[config.mk]
export PLATFORM = sky130hd
export DESIGN_NAME = unpool
export DESIGN_NICKNAME = d
export VERILOG_FILES = /design/src/rtl/unpool.sv
export SDC_FILE = /design/constraint.sdc
export NUM_CORES = 1
export LEC_CHECK = 0
export ABC_AREA = 1
export ABC_CLOCK_PERIOD_IN_PS = 1900
export CAP_MARGIN = 10
export CORE_ASPECT_RATIO = 2
export CORE_MARGIN = 1
export CORE_UTILIZATION = 36
export CTS_BUF_LIST = sky130_fd_sc_hd__clkbuf_8
export DETAILED_ROUTE_END_ITERATION = 8
export GPL_TIMING_DRIVEN = 0
export MAX_ROUTING_LAYER = met4
export PLACE_DENSITY = 0.7
export SLEW_MARGIN = 10
export SYNTH_ARGS = -nofsm -noshare
export SYNTH_HDL_FRONTEND = slang
export SYNTH_SLANG_ARGS = --single-unit
[constraint.sdc]
create_clock -name clk -period 1.9 [get_ports clk]
set_clock_uncertainty 0.15 [all_clocks]
set_input_delay 0.38 -clock clk [delete_from_list [all_inputs] [get_ports clk]]
set_output_delay 0.38 -clock clk [all_outputs]
set_load 0.005 [all_outputs]
[src/rtl/unpool.sv]
// Nearest-neighbour upsampler: replicates each pooled lane and each pooled row
// pool_window_size times to rebuild a DESIGN_SIZE x DESIGN_SIZE matrix.
module unpool #(
    parameter int DWIDTH        = 8,
    parameter int DESIGN_SIZE   = 16,
    parameter int MASK_WIDTH    = 16,
    parameter int MAX_BITS_POOL = 3
) (
    input  logic                          clk,
    input  logic                          reset,
    input  logic                          enable_unpool,
    input  logic                          in_data_available,
    output logic                          in_ready,
    input  logic [MAX_BITS_POOL-1:0]      pool_window_size,
    input  logic [DESIGN_SIZE*DWIDTH-1:0] inp_data,
    input  logic [MASK_WIDTH-1:0]         validity_mask,
    output logic [DESIGN_SIZE*DWIDTH-1:0] out_data,
    output logic [MASK_WIDTH-1:0]         out_validity_mask,
    output logic                          out_data_available,
    output logic                          done_unpool
);

    localparam int CNT_W = $clog2(DESIGN_SIZE);
    localparam logic [CNT_W-1:0] LAST_ROW = CNT_W'(DESIGN_SIZE - 1);

    typedef logic [MAX_BITS_POOL-1:0] win_t;
    typedef enum logic {IDLE, EMIT} state_t;

    state_t                        state, state_next;
    win_t                          rep_cnt;
    win_t                          w_lat;
    logic [CNT_W-1:0]              row_cnt;
    logic [DESIGN_SIZE*DWIDTH-1:0] row_data;
    logic [MASK_WIDTH-1:0]         row_mask;
    logic                          last_rep;
    logic                          accept;
    logic                          matrix_start;

    function automatic win_t legal_window(input win_t w);
        if (w == win_t'(1) || w == win_t'(2) || w == win_t'(4))
            return w;
        return win_t'(1);
    endfunction

    function automatic int src_lane(input int j, input win_t w);
        if (w == win_t'(4))
            return j / 4;
        if (w == win_t'(2))
            return j / 2;
        return j;
    endfunction

    function automatic logic [DESIGN_SIZE*DWIDTH-1:0] expand_data(
        input logic [DESIGN_SIZE*DWIDTH-1:0] d, input win_t w);
        logic [DESIGN_SIZE*DWIDTH-1:0] r;
        r = '0;
        for (int j = 0; j < DESIGN_SIZE; j++) begin
            int s;
            s = src_lane(j, w);
            r[j*DWIDTH +: DWIDTH] = d[s*DWIDTH +: DWIDTH];
        end
        return r;
    endfunction

    function automatic logic [MASK_WIDTH-1:0] expand_mask(
        input logic [MASK_WIDTH-1:0] m, input win_t w);
        logic [MASK_WIDTH-1:0] r;
        r = '0;
        for (int j = 0; j < MASK_WIDTH; j++)
            r[j] = m[src_lane(j, w)];
        return r;
    endfunction

    always_ff @(posedge clk) begin
        if (!reset)
            state <= IDLE;
        else
            state <= state_next;
    end

    always_comb begin
        state_next   = state;
        in_ready     = 1'b1;
        last_rep     = (rep_cnt == w_lat - win_t'(1));
        if (enable_unpool && state == EMIT)
            in_ready = last_rep;
        accept       = in_data_available && in_ready;
        // A row accepted here opens a new matrix: either from an idle, fresh
        // counter or straight after emitting the final row of the previous one.
        matrix_start = (state == IDLE && row_cnt == '0) ||
                       (state == EMIT && row_cnt == LAST_ROW);
        if (!enable_unpool) begin
            state_next = IDLE;
        end else begin
            case (state)
                IDLE:    if (in_data_available) state_next = EMIT;
                EMIT:    if (last_rep && !in_data_available) state_next = IDLE;
                default: state_next = IDLE;
            endcase
        end
    end

    always_ff @(posedge clk) begin
        if (!reset) begin
            rep_cnt            <= '0;
            row_cnt            <= '0;
            w_lat              <= win_t'(1);
            row_data           <= '0;
            row_mask           <= '0;
            out_data           <= '0;
            out_validity_mask  <= '0;
            out_data_available <= 1'b0;
            done_unpool        <= 1'b0;
        end else if (!enable_unpool) begin
            rep_cnt            <= '0;
            row_cnt            <= '0;
            out_data           <= inp_data;
            out_validity_mask  <= validity_mask;
            out_data_available <= in_data_available;
            done_unpool        <= 1'b0;
        end else begin
            if (state == EMIT) begin
                out_data           <= expand_data(row_data, w_lat);
                out_validity_mask  <= expand_mask(row_mask, w_lat);
                out_data_available <= 1'b1;
                done_unpool        <= (row_cnt == LAST_ROW);
                row_cnt            <= row_cnt + CNT_W'(1);
                rep_cnt            <= last_rep ? '0 : rep_cnt + win_t'(1);
            end else begin
                out_data_available <= 1'b0;
                done_unpool        <= 1'b0;
            end
            if (accept) begin
                row_data <= inp_data;
                row_mask <= validity_mask;
                rep_cnt  <= '0;
                if (matrix_start)
                    w_lat <= legal_window(pool_window_size);
            end
        end
    end

endmodule

==> flow_metrics.env <==
export IMPL_power_density_mw_per_mm2=692
export IMPL_grt_pass1_vias=14900
export IMPL_first_iter_violations=1224
export IMPL_power_report_internal_total_mw=10.9
export IMPL_synth_warnings=0
export IMPL_post_detail_place_hpwl_um=43900
export IMPL_layout_cells_most_common="sky130_fd_sc_hd__nand2_1"
export IMPL_finish_cell_count_without_fillers=2857
export IMPL_source_to_sink_clock_delay_at_the_later_pin_of_the_worst_skew_pair_ns=0.60
export IMPL_gp_congestion=1.02
export IMPL_timing_max_cap_violations=0
export IMPL_worst_slew_margin_rel_pct=41.1
export IMPL_r2r_worst_path_cells=9
export IMPL_min_period_ns=2.27
export IMPL_min_from="enable_unpool"
export IMPL_slew_viol_final=0
export IMPL_worst_endpoint_arrival_ns=1.74
export IMPL_place_area_mm2=0.0170
export IMPL_netlist_top_cells_area="sky130_fd_sc_hd__dfxtp_1 (45%), sky130_fd_sc_hd__nand2_1 (22%), sky130_fd_sc_hd__a31oi_1 (5.9%)"
export IMPL_final_setup_viol_count=274
export IMPL_postRouteAntennaNets=0
export IMPL_top_level_ports=298
export IMPL_synthToLayoutAreaGrowth_pct=65.4
export IMPL_critical_path_reg2reg_endpoint="out_data[40]"
export IMPL_final_nets=2520
export IMPL_reg2reg_slack_ns=-0.35
export IMPL_initial_core_util_pct=36.7
export IMPL_post_synth_top_area_fraction_pct=45.0
export IMPL_hold_slack_ns=0.0127
export IMPL_reg2reg_from="w_lat[0]"
export IMPL_fmax_mhz=441
export IMPL_hp_class="input port to register"
export IMPL_design_die_area_mm2=0.0381
export IMPL_worstPathCellList="clkinv_4 > ha_4 > xnor2_2 > nor2_2 > nand2_2 > nand2_4 > buf_6"
export IMPL_syn_area_mm2=0.0134
export IMPL_drc_markers=36
export IMPL_clock_tree_from_tritoncts="done"
export IMPL_ir_worst_vdd_mv=0.443
export IMPL_worstSetupPathDepth=7
export IMPL_detail_route_first_pass_iterations=8
export IMPL_layout_drive_gt1_share_pct=31.2
export IMPL_seq_power_share_pct=44.9
export IMPL_synth_async_reset_ratio_pct=0
export IMPL_design_area_mm2=0.0222
export IMPL_ctsHoldBuffers=0
export IMPL_share_clk_of_total_power_pct=35.8
export IMPL_p_switching_mw=4.46
export IMPL_crit_path_top_delay_cell="sky130_fd_sc_hd__dfxtp_2"
export IMPL_dp_cells=2693
export IMPL_critPathKind="register to output port"
export IMPL_numPortBuffers=296
export IMPL_hold_path_cell_count=3
export IMPL_design_core_area_mm2=0.0365
export IMPL_crit_path_max_fanout=4
export IMPL_yosys_cell_types_count=38
export IMPL_layout_setup_ws_ns=-0.367
export IMPL_fp_row_count=99
export IMPL_synthFlopType="sky130_fd_sc_hd__dfxtp_1"
export IMPL_violated_checks="design-rule violations, negative setup slack"
export IMPL_post_drt_via_cell_ratio=5.50
export IMPL_crit_required_ns=1.37
export IMPL_min_period_over_period_pct=119
export IMPL_clock_root_buffer="sky130_fd_sc_hd__clkbuf_8"
export IMPL_avgSynthCellArea_um2=6.90
export IMPL_number_of_enable_flip_flop_cells_after_synthesis=0
export IMPL_clkSinkCount=301
export IMPL_cp_top_family="flip-flops"
export IMPL_wire_length_of_the_first_global_routing_pass_um=84800
export IMPL_synth_yosys_seq_area_share_pct=45.0
export IMPL_crit_path_end_kind="output port"
export IMPL_initial_antenna_violation_count=12
export IMPL_h_tree_depth=2
export IMPL_critPathMaxStageDelay_ns=0.36
export IMPL_min_delay_endpoint="row_cnt[0]"
export IMPL_postSynthNetCount=2100
export IMPL_floorplan_die_width_um=138
export IMPL_power_leakage_nw=10.6
export IMPL_netlist_top_cell_by_area="sky130_fd_sc_hd__dfxtp_1"
export IMPL_setup_total_negative_slack_ns=-59.45
export IMPL_cts_buffers_inserted=44
export IMPL_totalWireLength_um=63000
export IMPL_maximum_number_of_pins_on_one_net_before_global_route_repair=12
export IMPL_syn_inst=1943
export IMPL_cts_clk_slew_worst_paths_ns=0.07
export IMPL_unrepaired_setup_endpoints_after_global_routing="true"
export IMPL_via_count=15700
export IMPL_worst_setup_path_start_kind="register"
export IMPL_critical_path_n_buffers_inverters=2
export IMPL_globalRouteTotalUtil_pct=30.6
export IMPL_worst_max_slew_pin_slew_ns=0.883
export IMPL_wl_per_cell_um=22.0
export IMPL_outcome="finished with violations"
export IMPL_power_frac_comb_pct=19.3
export IMPL_synth_seq_cells=301
export IMPL_global_route_congestion_overflow_total=0
export IMPL_layout_cells_most_common_list="sky130_fd_sc_hd__nand2_1 (644), sky130_fd_sc_hd__dfxtp_1 (222), sky130_fd_sc_hd__clkdlybuf4s50_1 (149)"
export IMPL_netSwitchingFraction_pct=29.1
export IMPL_hold_viol=0
export IMPL_dp_worst_setup_slack_ns=-1.33
export IMPL_die_h_um=275
export IMPL_ctsLongestPathBuffers=3
final cells by class:
cell class              instances  area, um2
repair inverters                3       40.0
clock inverters                20        139
plain buffers                 126       1140
diodes                         12       30.0
clock buffers                  54        743
fillers                      3081      14400
well taps                     454        568
flip-flops and latches        301       6130
multi-input cells            1380       8180
repair buffers                380       4660
inverters                     127        533
per-stage QoR:
| stage | total power [mW] | util (%) |
|---|---|---|
| 4_1_cts | 14.7 | 52.3 |
| 6_report | 15.3 | 60.7 |
| 5_1_grt | 15.8 | 60.7 |
| 2_1_floorplan | 7.90 | - |
| 3_5_place_dp | 9.08 | 46.4 |
| 3_3_place_gp | 9.05 | 46.4 |
worst max path at each step:
stage | startpoint | to | slack, ns
6_report | w_lat[0] | in_ready | -0.37
3_3_place_gp | reset | row_data[87] | -1.35
4_1_cts | w_lat[0] | in_ready | -0.33
2_1_floorplan | w_lat[1] | row_data[88] | -0.002
3_5_place_dp | reset | row_data[87] | -1.33
5_1_grt | w_lat[0] | in_ready | -0.42
cells in the mapped netlist (6+ instances only):
library cell / count
sky130_fd_sc_hd__nand2_1: 777
sky130_fd_sc_hd__dfxtp_1: 301
sky130_fd_sc_hd__a21oi_1: 145
sky130_fd_sc_hd__o21ai_0: 132
sky130_fd_sc_hd__a31oi_1: 126
sky130_fd_sc_hd__inv_1: 117
sky130_fd_sc_hd__nor2_1: 88
sky130_fd_sc_hd__clkbuf_1: 78
sky130_fd_sc_hd__buf_2: 40
sky130_fd_sc_hd__nand3_1: 25
sky130_fd_sc_hd__a21oi_2: 19
sky130_fd_sc_hd__nand2_2: 19
sky130_fd_sc_hd__buf_4: 8
sky130_fd_sc_hd__inv_2: 8
sky130_fd_sc_hd__a22o_1: 7
sky130_fd_sc_hd__ha_1: 6
flip-flops by register name, summed over array words and instances (netlist names):
name	flops
out_data	128
row_data	128
out_validity_mask	16
row_mask	16
row_cnt	4
rep_cnt	3
w_lat	3
done_unpool	1
out_data_available	1
state	1
cell families after synthesis:
| group | synth area share (%) |
|---|---|
| AO/OA/AOI/OAI | 18.6 |
| XOR/XNOR | 0.131 |
| buffers and inverters | 8.62 |
| AND/OR/NAND/NOR | 27.1 |
| flip-flops | 45.0 |
| adder cells (fa/ha/maj) | 0.560 |
worst register-to-register path, cell delays in order, from the launching register on:
cell and delay [ns]:
sky130_fd_sc_hd__dfxtp_2 0.34, sky130_fd_sc_hd__clkinv_4 0.07, sky130_fd_sc_hd__buf_4 0.11, sky130_fd_sc_hd__ha_4 0.15, sky130_fd_sc_hd__nand2_8 0.08, sky130_fd_sc_hd__buf_4 0.14, sky130_fd_sc_hd__clkbuf_4 0.20, sky130_fd_sc_hd__o21ai_0 0.50
sky130_fd_sc_hd__o21ai_1 0.26, sky130_fd_sc_hd__a31oi_1 0.17
routing by layer:
layer  GRT usage (%)  wire length, um  up-vias
met5               -                0        -
met4            26.9             6640        0
met3            4.14             3760      364
met2            55.1            31700      793
met1            28.4            20900     7404
li1                -                -     7147
repair_timing:
item	in CTS	in global routing
cloned	10	25
setup buffers	29	25
setup endpoints to repair	439	407
hold endpoints to repair	0	0
resized for setup	329	782
pin swaps	10	176
power groups by stage:
stage	logic, mW	registers [mW]	clock network (mW)
after detailed placement	2.09	6.99	0
after global placement	2.06	6.99	0
after CTS	2.38	6.86	5.49
final	2.95	6.90	5.49
after global routing	3.11	6.92	5.76
after floorplan	0.960	6.94	0
Note: power is estimated with default switching activity, not from simulation.
==> patch (same settings) <==
The parameter `MASK_WIDTH` goes from 16 to 32.
--- a/src/rtl/unpool.sv
+++ b/src/rtl/unpool.sv
@@ -3,7 +3,7 @@
 module unpool #(
     parameter int DWIDTH        = 8,
     parameter int DESIGN_SIZE   = 16,
-    parameter int MASK_WIDTH    = 16,
+    parameter int MASK_WIDTH    = 32,
     parameter int MAX_BITS_POOL = 3
 ) (
     input  logic                          clk,
Interface: changed (resized out_validity_mask and validity_mask); port bits go from 298 to 330. The function was not compared with the original's and may differ.
==> patch against the original RTL <==
  * Critical path depth is 8 higher
  * The flow finishes with violations (negative setup slack)
  * Worst setup slack worse by 0.050 ns
  * Largest cell class unchanged
  * Global-route usage is 0.50 points higher
  * Largest power group unchanged
  * Routed wire length is 7.6% higher
  * Synthesized cell count is 6.4% higher
  * Sequential share of layout area is 2.3 points higher
  * Non-clock buffer count is 21 higher
  * Area after synthesis is 11% higher
  * First-iteration DRC count is 0.74% higher
  * Sequential cell count is 32 higher
  * Clock power is 8.0% higher
  * Design area is 0.70% higher
  * Power is 8.1% higher
  * Die area is 11% higher
==> patch: results (changes against the original RTL) <==
- The final reports fail on negative setup slack.
* Routed length per instance: 22.2 µm (+0.81%)
- Worst IR drop on VDD: 0.474 mV (+7.0%)
- Worst slew pin tran: 1.00 ns (+0.118 ns)
- # placed instances: 2924 (+8.6%)
- The net count after synthesis came to 2240 (+6.7%).
- The wire length on met3 came to 3.88 mm (+3.2%).
- Yosys attributes the largest share of cell area to sky130_fd_sc_hd__dfxtp_1, sky130_fd_sc_hd__nand2_1, sky130_fd_sc_hd__a21oi_1.
- The via density per instance came to 5.51 (+0.21%).
- Synth cell count leaders: sky130_fd_sc_hd__nand2_1, sky130_fd_sc_hd__dfxtp_1, sky130_fd_sc_hd__a21oi_1
- Worst slack after detailed placement: -0.904 ns (+0.425 ns)
- The placed instance area was 0.0188 mm² (+11%).
- The largest fanout on the critical path was 6 (+2).
- XOR/XNOR share of the synthesized area: 0.000590 (-0.000716)
- Global-route track usage on met3: 0.0439 (+0.00251)
* GR met2 Demand/Resource: 0.564 (+0.0130)
- Result of the run: finished with violations
- The adder-cell area share of the yosys netlist is 0.00506 (-0.000541).
* Number of antenna violations at the first check in global routing: 2 (-10)
- Met1 WL: 22.5 mm (+7.9%)
- The number of nets at the end of the flow came to 2652 (+5.2%).
* Fraction of final layout cells with drive strength greater than 1: 0.201 (-0.111)
* Post-route setup slack: -0.417 ns (-0.0498 ns)
* Distinct cell type count after synthesis: 29 (-24%)
* Compound-cell area share of the yosys netlist: 0.240 (+0.0534)
- The number of setup violations in the final report was 426 (+55%).
- The via count of the first global-routing pass came to 16400 (+9.9%).
- Final standard cell count with taps included and fillers excluded: 3049 (+6.7%)
- On the critical path the largest part of the delay comes from buffers and inverters.
- The global-route wire length before repair is 95.6 mm (+13%).
- Num CTS Buffers: 50 (+14%)
- The register area share after synthesis is 0.449 (about the same).
* GP Congestion: 0.950 (-6.4%)
- Leakage power: 8.95 nW (-15%)
* Post-Syn Area per Cell: 7.18 µm² (+4.0%)
[patch: cell count changes after synthesis, moves of 47 or more]
cell | before | now
sky130_fd_sc_hd__nand2_1 | 777 | 450
sky130_fd_sc_hd__nand3_1 | 25 | 170
sky130_fd_sc_hd__a21oi_1 | 145 | 276
sky130_fd_sc_hd__a22o_1 | 7 | 107
sky130_fd_sc_hd__a31oi_1 | 126 | 44
sky130_fd_sc_hd__nor2_1 | 88 | 146
sky130_fd_sc_hd__inv_1 | 117 | 164
[patch: layout make-up]
type / instances / area (µm²) / area share
Antenna cell: 2 / 5.00 / 0.000224
Buffer: 166 / 1110 / 0.0497
Clock buffer: 60 / 826 / 0.0370
Clock inverter: 30 / 149 / 0.00667
Inverter: 169 / 652 / 0.0292
Multi-Input combinational cell: 1398 / 8320 / 0.373
Sequential cell: 333 / 6690 / 0.299
Tap cell: 530 / 663 / 0.0297
Timing Repair Buffer: 361 / 3920 / 0.176
[patch: what timing repair did]
item	CTS	global route
pin swaps	14	78
setup endpoints to repair	490	477
gates resized for setup	275	300
cloned	1	15
buffers inserted	11	9
[patch: cell families after synthesis]
| family | count (synthesis) |
|---|---|
| AOI/OAI and AO/OA | 610 |
| xor gates and xnor gates | 1 |
| adders and majority gates | 6 |
| buffers and inverters | 336 |
| DFF | 333 |
| and+or+nand+nor | 781 |
[patch: worst paths after layout]
| kind | slack (ns) | cells past startpoint | endpoint | from |
|---|---|---|---|---|
| setup / recovery | -0.42 | 15 | row_data[15] | w_lat[0] |
| hold / removal | 0.14 | 3 | state | enable_unpool |
| setup reg to reg | -0.42 | 15 | row_data[15] | w_lat[0] |
| hold reg to reg | 0.31 | 2 | out_data[91] | out_data[91] |
[patch: power breakdown]
part,switching [mW],internal (mW)
sequential,0.282,7.35
combinational,1.57,1.45
clock,2.95,2.98
total,4.80,11.8
